$ cat src/rtl/cu_sequencer.sv
// Microprogrammed control sequencer: fetch, decode, then an opcode-selected execute
// sequence, each micro-step holding control_signals for two cycles. Optional SHR via CU_SHR_EN.
module cu_sequencer #(
  parameter int STEP_CYCLES = 2
) (
  input  logic        clk,
  input  logic        rst_n,
  input  logic [7:0]  opcode,
  input  logic        acc_neg,
  output logic [15:0] control_signals,
  output logic        halted,
  output logic        instr_done,
  output logic [3:0]  dbg_state
);

  // step_q names the step that the next load edge will put on the bus.
  // S_SEL is a selector step, mapped to the real execute step from opcode/acc_neg at that load edge.
  typedef enum logic [3:0] {
    S_F0, S_F1, S_F2, S_DEC, S_SEL, S_RD, S_BR, S_ST0, S_FIN, S_HALT
  } step_t;

  localparam logic LAST_PHASE = 1'(STEP_CYCLES - 1);

  step_t       step_q;
  step_t       cur;
  step_t       succ;
  logic        phase_q;
  logic        started_q;
  logic        load;
  logic [15:0] fin_q;
  logic [15:0] fin_d;
  logic [15:0] bus_d;

  assign load = (phase_q == 1'b0);

  always_comb begin
    cur   = step_q;
    fin_d = fin_q;
    if (step_q == S_SEL) begin
      case (opcode)
        8'h01: begin cur = S_ST0; fin_d = 16'h0400; end
        8'h02: begin cur = S_RD;  fin_d = 16'h0800; end
        8'h03: begin cur = S_RD;  fin_d = 16'h0040; end
        8'h04: begin cur = S_RD;  fin_d = 16'h0080; end
        8'h05: begin cur = S_FIN; fin_d = acc_neg ? 16'h0000 : 16'h0200; end
        8'h06: begin cur = S_FIN; fin_d = 16'h0200; end
        8'h07: cur = S_HALT;
        8'h08: begin cur = S_RD;  fin_d = 16'h2000; end
`ifdef CU_SHR_EN
        8'h09: begin cur = S_FIN; fin_d = 16'h4000; end
`endif
        default: cur = S_F0;
      endcase
    end
  end

  always_comb begin
    bus_d = 16'h0000;
    succ  = S_F0;
    case (cur)
      S_F0:    begin bus_d = 16'h0001; succ = S_F1;  end
      S_F1:    begin bus_d = 16'h0012; succ = S_F2;  end
      S_F2:    begin bus_d = 16'h0004; succ = S_DEC; end
      S_DEC:   begin bus_d = 16'h0008; succ = S_SEL; end
      S_RD:    begin bus_d = 16'h0002; succ = S_BR;  end
      S_BR:    begin bus_d = 16'h0020; succ = S_FIN; end
      S_ST0:   begin bus_d = 16'h0100; succ = S_FIN; end
      S_FIN:   begin bus_d = fin_d;    succ = S_F0;  end
      S_HALT:  begin bus_d = 16'h8000; succ = S_HALT; end
      default: begin bus_d = 16'h0000; succ = S_F0;  end
    endcase
  end

  always_ff @(posedge clk or negedge rst_n) begin
    if (!rst_n) begin
      step_q          <= S_F0;
      phase_q         <= 1'b0;
      started_q       <= 1'b0;
      fin_q           <= 16'h0000;
      control_signals <= 16'h0000;
    end else begin
      phase_q <= (phase_q == LAST_PHASE) ? 1'b0 : phase_q + 1'b1;
      if (load) begin
        step_q          <= succ;
        control_signals <= bus_d;
        fin_q           <= fin_d;
        started_q       <= 1'b1;
      end
    end
  end

  // Second cycle of a step whose successor is FETCH0 closes the instruction.
  assign instr_done = started_q && load && (cur == S_F0);
  assign halted     = (step_q == S_HALT);
  assign dbg_state  = step_q;

endmodule

$ cat config.mk
export PLATFORM = sky130hd
export DESIGN_NAME = cu_sequencer
export DESIGN_NICKNAME = d
export VERILOG_FILES = /design/src/rtl/cu_sequencer.sv
export SDC_FILE = /design/constraint.sdc
export NUM_CORES = 1
export LEC_CHECK = 0
export CORE_MARGIN = 8
export CORE_UTILIZATION = 25
export CTS_CLUSTER_SIZE = 12
export DETAILED_ROUTE_END_ITERATION = 6
export GPL_TIMING_DRIVEN = 0
export RECOVER_POWER = 50
export SYNTH_ARGS = -nofsm -noshare
export SYNTH_HDL_FRONTEND = slang
export SYNTH_SLANG_ARGS = --single-unit
$ cat constraint.sdc
create_clock -name clk -period 3.3 [get_ports clk]
set_input_delay 0.66 -clock clk [delete_from_list [all_inputs] [get_ports clk]]
set_output_delay 0.66 -clock clk [all_outputs]
set_load 0.02 [all_outputs]
==> results of run 1 <==
## stage by stage
stage | instances | cell area, um^2
2_1_floorplan | 184 | 1870
3_3_place_gp | 312 | 2290
3_5_place_dp | 312 | 2280
4_1_cts | 321 | 2390
5_1_grt | 323 | 2410
6_report | 323 | 2410
## worst reg2reg max path, stage by stage (launching register included)
cell                      delay (ns)
sky130_fd_sc_hd__dfrtp_1        0.48
sky130_fd_sc_hd__nor4b_4        0.43
sky130_fd_sc_hd__a31oi_2        0.24
sky130_fd_sc_hd__nor3_1         0.36
sky130_fd_sc_hd__nand3_1        0.30
sky130_fd_sc_hd__o21ai_0        0.26
## synthesized netlist by cell type, drive strengths merged (2+ instances only)
cell	number
a21boi	2
nand2	25
nand3b	2
o21ai	15
inv	7
buf	5
and3	2
mux2	4
a22o	4
a21oi	3
clkbuf	6
a31oi	6
a21o	2
nor4	2
nor4b	2
nand4	5
o31ai	3
mux2i	6
nand3	3
a32o	3
and2	3
nor3	2
nor2b	12
nor2	11
dfrtp	38
o41ai	2
## what timing repair did
item,CTS,global route
endpoints found under the setup margin,1,1
pin swaps,1,1
buffers inserted,1,2
resized for setup,9,1
## power by group
part           switching (mW)  total [mW]  internal (mW)
combinational          0.0244      0.0377         0.0132
sequential                  0       0.465          0.465
clock                   0.162       0.331          0.169
total                   0.187       0.834          0.647
## worst max path at each step
stage | from | end | slack [ns] | cells after the start
6_report | opcode[6] | instr_done | 0.17 | 8
5_1_grt | opcode[6] | instr_done | 0.02 | 8
4_1_cts | opcode[5] | instr_done | 0.07 | 8
3_5_place_dp | opcode[2] | instr_done | -0.70 | 8
3_3_place_gp | opcode[2] | instr_done | -0.68 | 8
2_1_floorplan | opcode[1] | instr_done | 0.21 | 7
## registers in the layout, indices dropped and copies added (netlist names)
| name | flops |
|---|---|
| control_signals | 16 |
| fin_q | 16 |
| dbg_state | 4 |
| phase_q | 1 |
| started_q | 1 |
## metal layers
layer  wire, um  vias to the layer above
met3        267                        6
met2       2040                       41
met4         38                        0
li1           -                      736
met1       2430                      733
met5          0                        -
## cell families after synthesis
| family | after synthesis | synth area share [%] |
|---|---|---|
| AOI/OAI and AO/OA | 45 | 16.4 |
| buffers and inverters | 18 | 4.08 |
| DFF | 38 | 50.8 |
| and+or+nand+nor | 73 | 23.1 |
| muxes | 10 | 5.61 |
## final cells by class
class                           instances  area (um^2)  area share, %
Timing Repair Buffer                   32          307           12.7
Clock inverter                          1         5.00          0.207
Tap cell                               99          124           5.13
Sequential cell                        38          951           39.4
Multi-Input combinational cell        128          863           35.8
Buffer                                 11         52.6           2.18
Inverter                                7         26.3           1.09
Clock buffer                            7         86.3           3.58
==> impl_summary.log, run 1 <==
INFO  metric timing.setup.tns = 0 ns
INFO  metric postSynthNetCount = 195
INFO  metric antenna-diode-count = 0
INFO  metric fp.dieW = 103 um
INFO  metric worstPathArrival = 2.47 ns
INFO  metric synth.area.top_cells = sky130_fd_sc_hd__dfrtp_1 (51%), sky130_fd_sc_hd__nand2_1 (5.0%), sky130_fd_sc_hd__nor2b_1 (4.0%)
INFO  metric die_area = 10500 um^2
INFO  metric mostFrequentLayoutCell = sky130_fd_sc_hd__dfrtp_1
INFO  metric worst_path_largest_cell_delay = 0.51 ns
INFO  metric cts-buffers-inserted = 5
INFO  metric drtPass1Iterations = 4
INFO  metric layout_filler_cell_count = 759
INFO  metric number_of_antenna_violations_at_the_first_check_in_global_routing = 0
INFO  metric ant_nets = 0
INFO  metric grt_use_met3 = 2.90%
INFO  metric final_net_count = 234
INFO  metric dieHeight = 103 um
INFO  metric path_cells = clkdlybuf4s50_1, nor4_4, and2_4, a31oi_1, buf_4, nand2_1, nor4_1, clkdlybuf4s15_2
INFO  metric timing.critical_path.required = 2.64 ns
INFO  metric fin_worst_hold_slack = 0.469 ns
INFO  metric timing.final.crit_share = 94.9%
INFO  metric synth_ff_type = sky130_fd_sc_hd__dfrtp_1
INFO  metric cp_top_family = buffers and inverters
INFO  metric detailroute.via_count = 1516
INFO  metric crit_path_max_fanout = 10
INFO  metric clock-skew-final = 0.00678 ns
INFO  metric layout_common_cells = sky130_fd_sc_hd__dfrtp_1 (38), sky130_fd_sc_hd__nand2_1 (25), sky130_fd_sc_hd__clkdlybuf4s50_1 (17)
INFO  metric globalRouteMet2Util = 13.9%
INFO  metric timing.reg2reg.worst_path_depth = 5
INFO  metric grt.overflow.total = 0
INFO  metric globalRouteTotalUtil = 9.83%
INFO  metric synth_top_area_share = 50.8%
INFO  metric ctsRootBufferMaster = sky130_fd_sc_hd__clkbuf_8
INFO  metric clock_sinks = 38
INFO  metric async_reset_ff_share = 100%
INFO  metric design.portCount = 33
INFO  metric clkTransAtPathRegs = 0.07 ns
INFO  metric ys_seq_elements = 38
INFO  metric hold_buffers = 0
INFO  metric final_util = 33.3%
INFO  metric status = finished with violations
INFO  metric critical_path.n_buffers_inverters = 3
INFO  metric number_of_global_route_vias_before_repair = 1566
INFO  metric post-route-drc-count = 0
INFO  metric crit_path_top_delay_cell = sky130_fd_sc_hd__clkdlybuf4s50_1
INFO  metric timing.rr.end = control_signals[11]
INFO  metric wl_per_cell = 14.8 um
INFO  metric pre_cts_slack = -0.696 ns
INFO  metric global_route_wire_length_before_repair = 8.02 mm
INFO  metric end_kind = output port
INFO  metric vias_per_cell = 4.69
INFO  metric report.power.total = 0.834 mW
INFO  metric cap_violations = 1
INFO  metric synth_enable_flop_cells = 0
INFO  metric gr-usage-met1 = 14.0%
INFO  metric drt_iter0_drc = 87
INFO  metric grt_most_used_layer = met1
INFO  metric mapped_area = 1870 um^2
INFO  metric final.setup.worst_slack = 0.169 ns
INFO  metric power.static_leakage = 1.09 nW
INFO  metric port_buffers = 29
INFO  metric irDropWorstVdd = 166 uV
INFO  metric cts_tree = done
INFO  metric netlist.top_cell.by_area = sky130_fd_sc_hd__dfrtp_1
INFO  metric worst_setup_path_start_kind = input port
INFO  metric seq_area_frac_synth = 50.8%
INFO  metric worstSetupPathType = in -> out
INFO  metric hold_path.class = reg -> reg
INFO  metric power_density = 345 nW/um^2
INFO  metric yosys_warnings = 0
INFO  metric initial_core_util = 25.8%
INFO  metric slew-limit-headroom = -36.3%
INFO  metric hpwl = 3.38 mm
INFO  metric hold_viol = 0
INFO  metric flow.area_growth_from_synthesis = 29.0%
INFO  metric whs_endpoint = started_q
INFO  metric synthCells = 184
INFO  metric area_of_the_core = 7250 um^2
INFO  metric syn-mean-instance-area = 10.2 um^2
INFO  metric min_path_cells = 2
INFO  metric report.final.setup_viol = 0
INFO  metric gp_congestion = 0.849
INFO  metric final_max_slew_viol_count = 39
INFO  metric startpoint_of_the_most_critical_hold_path = started_q
INFO  metric violations = capacitance limit, slew limit
INFO  metric worst_r2r_startpoint = dbg_state[0]
INFO  metric fmax = 319 MHz
INFO  metric final_critical_path_time_including_i_o_delays_and_setup = 3.13 ns
INFO  metric tightestPinTransition = 2.04 ns
INFO  metric cts-htree-levels = 2
INFO  metric grt_start_max_net_pins = 39
INFO  metric row_count = 31
INFO  metric synth_cell_types = 42
INFO  metric drive_gt1_share = 14.7%
INFO  metric cts.path.max_buffers = 2
INFO  metric clk-insertion-delay-late = 0.29 ns
INFO  metric unrepaired_setup_endpoints_after_global_routing = false
INFO  metric finalWirelength = 4.78 mm
INFO  metric r2r_setup_slk = 1.14 ns
Note: power is estimated with default switching activity, not from simulation.
==> inputs of run 2 (changes only) <==
--- a/config.mk
+++ b/config.mk
@@ -10,6 +10,8 @@
 export CTS_CLUSTER_SIZE = 12
 export DETAILED_ROUTE_END_ITERATION = 6
 export GPL_TIMING_DRIVEN = 0
+export HOLD_SLACK_MARGIN = 0.12
+export MAX_ROUTING_LAYER = met4
 export RECOVER_POWER = 50
 export SYNTH_ARGS = -nofsm -noshare
 export SYNTH_HDL_FRONTEND = slang
==> run 2 against run 1 <==
The flow still finishes with violations (capacitance limit, slew limit). Flip-flop and latch count unchanged. Register-to-register slack about the same. Clock-buffer cell count unchanged. Power up 0.19%. Highest routed layer unchanged. Global-route usage up 0.30 points. Wire length about the same. Sequential share of layout area unchanged.
==> impl_summary.log, run 2 (synthesis results as in run 1) <==
INFO  metric flow.area_growth_from_synthesis = 29.0%
INFO  metric drtPass1Iterations = 4
INFO  metric area_of_the_core = 7250 um^2
INFO  metric grt.overflow.total = 0
INFO  metric hold_path.class = reg -> reg
INFO  metric clock-skew-final = 0.00618 ns
INFO  metric swShare = 22.6%
INFO  metric slew-limit-headroom = -35.9%
INFO  metric worst_setup_path_start_kind = input port
INFO  metric drt_iter0_drc = 84
INFO  metric gp_congestion = 0.863
INFO  metric timing.final.crit_share = 95.0%
INFO  metric final_max_slew_viol_count = 39
INFO  metric worstPathArrival = 2.47 ns
INFO  metric port_buffers = 29
INFO  metric grt_start_max_net_pins = 39
INFO  metric drive_gt1_share = 14.7%
INFO  metric clock_sinks = 38
INFO  metric fmax = 319 MHz
INFO  metric number_of_global_route_vias_before_repair = 1558
INFO  metric crit_path_max_fanout = 10
INFO  metric hold_viol = 0
INFO  metric globalRouteTotalUtil = 10.1%
INFO  metric clk-insertion-delay-late = 0.29 ns
INFO  metric unrepaired_setup_endpoints_after_global_routing = false
INFO  metric power.static_leakage = 1.09 nW
INFO  metric pwr-share-clk = 39.8%
INFO  metric die_area = 10500 um^2
INFO  metric hold_buffers = 0
INFO  metric finalWirelength = 4.78 mm
INFO  metric antenna-diode-count = 0
INFO  metric combPwrFrac = 4.5%
INFO  metric worstSetupPathType = in -> out
INFO  metric pre_cts_slack = -0.696 ns
INFO  metric number_of_antenna_violations_at_the_first_check_in_global_routing = 0
INFO  metric final.setup.worst_slack = 0.166 ns
INFO  metric timing.critical_path.required = 2.64 ns
INFO  metric vias_per_cell = 4.70
INFO  metric detailroute.via_count = 1517
INFO  metric dieHeight = 103 um
INFO  metric clkTransAtPathRegs = 0.07 ns
INFO  metric violations = capacitance limit, slew limit
INFO  metric global_route_wire_length_before_repair = 8.05 mm
INFO  metric final_critical_path_time_including_i_o_delays_and_setup = 3.13 ns
INFO  metric cap_violations = 1
INFO  metric end_kind = output port
INFO  metric fp.dieW = 103 um
INFO  metric cts_tree = done
INFO  metric placed_cells = 312
INFO  metric power_density = 346 nW/um^2
INFO  metric initial_core_util = 25.8%
INFO  metric mostFrequentLayoutCell = sky130_fd_sc_hd__dfrtp_1
INFO  metric path_cells = clkdlybuf4s50_1, nor4_4, and2_4, a31oi_1, buf_4, nand2_1, nor4_1, clkdlybuf4s15_2
INFO  metric crit_path_top_delay_cell = sky130_fd_sc_hd__clkdlybuf4s50_1
INFO  metric row_count = 31
INFO  metric layout_filler_cell_count = 759
INFO  metric internal-power = 0.647 mW
INFO  metric post-route-drc-count = 0
INFO  metric design.portCount = 33
INFO  metric report.final.setup_viol = 0
INFO  metric layout_common_cells = sky130_fd_sc_hd__dfrtp_1 (38), sky130_fd_sc_hd__nand2_1 (25), sky130_fd_sc_hd__clkdlybuf4s50_1 (17)
INFO  metric finish.cell_count_without_fillers = 323
INFO  metric ctsRootBufferMaster = sky130_fd_sc_hd__clkbuf_8
INFO  metric cts-htree-levels = 2
INFO  metric cts.path.max_buffers = 2
INFO  metric ant_nets = 0
INFO  metric irDropWorstVdd = 167 uV
INFO  metric netSwitchingPower = 0.188 mW
INFO  metric hpwl = 3.38 mm
INFO  metric cts-buffers-inserted = 5
INFO  metric status = finished with violations
INFO  metric worst_path_largest_cell_delay = 0.51 ns
INFO  metric sequentialPowerShare = 55.7%
INFO  metric wl_per_cell = 14.8 um
INFO  metric final_net_count = 234
INFO  metric tightestPinTransition = 2.04 ns
run 2: cell counts in the layout (fill, tap and decap cells not counted):
No cell type changed its count.
run 2: cell type report:
cell class	count	area, um^2	share of cell area, %
buffer	11	52.6	2.18
timing repair buffer	32	307	12.7
clock buffer	7	86.3	3.58
sequential	38	951	39.4
multi-input combinational	128	863	35.8
tap	99	124	5.13
clock inverter	1	5.00	0.207
inverter	7	26.3	1.09
run 2: routing by layer:
layer	GRT usage, %	part of all wire (%)	routed length, um	up-vias
met3	2.50	4.7	224	6
met5	-	0	0	-
met4	2.71	0.84	40	0
li1	-	-	-	737
met1	14.3	52	2490	737
met2	14.0	42	2020	37
run 2: worst max-delay path, delay by kind of cell:
| kind | cells | cell delay, ns |
|---|---|---|
| simple gates | 4 | 0.58 |
| compound gates | 1 | 0.19 |
| buf+inv | 3 | 1.04 |
run 2: timing repair:
action | 4_1_cts | 5_1_grt
endpoints found under the setup margin | 1 | 1
gates resized for setup | 9 | 1
pin swaps | 1 | 1
buffers inserted | 1 | 2
run 2: power by group through the flow:
stage               logic, mW  clock network, mW  registers (mW)
floorplan              0.0151                  0           0.475
global placement       0.0376                  0           0.475
detailed placement     0.0375                  0           0.474
CTS                    0.0378              0.340           0.465
global route           0.0423              0.363           0.465
finish                 0.0378              0.333           0.465
run 2: final timing paths:
path / cells past startpoint / end / from / slack (ns)
setup reg to reg: 5 / control_signals[11] / dbg_state[0] / 1.14
hold reg to reg: 2 / started_q / started_q / 0.47
setup / recovery: 8 / instr_done / opcode[6] / 0.17
max in group asynchronous: 1 / fin_q[2] / rst_n / 1.19
hold / removal: 2 / started_q / started_q / 0.47
min in group asynchronous: 1 / dbg_state[1] / rst_n / 0.94
run 2: metrics by stage:
step	setup TNS, ns	instance area (um^2)	hold slack, ns	utilization [%]	power [mW]
finish	0	2410	0.469	33.3	0.836
CTS	0	2390	0.470	33.0	0.843
detailed placement	-0.696	2280	0.452	31.4	0.512
global route	0	2410	0.494	33.3	0.871
global placement	-0.678	2290	0.440	31.5	0.512
floorplan	0	1870	0.364	-	0.490
==> inputs of run 3 (changes only) <==
--- a/config.mk
+++ b/config.mk
@@ -11,8 +11,8 @@
 export DETAILED_ROUTE_END_ITERATION = 6
 export GPL_TIMING_DRIVEN = 0
 export HOLD_SLACK_MARGIN = 0.12
-export MAX_ROUTING_LAYER = met4
 export RECOVER_POWER = 50
 export SYNTH_ARGS = -nofsm -noshare
 export SYNTH_HDL_FRONTEND = slang
 export SYNTH_SLANG_ARGS = --single-unit
+export TNS_END_PERCENT = 5
==> results of run 3 <==
The final DEF is identical to that of run 1; final timing and power are the same.
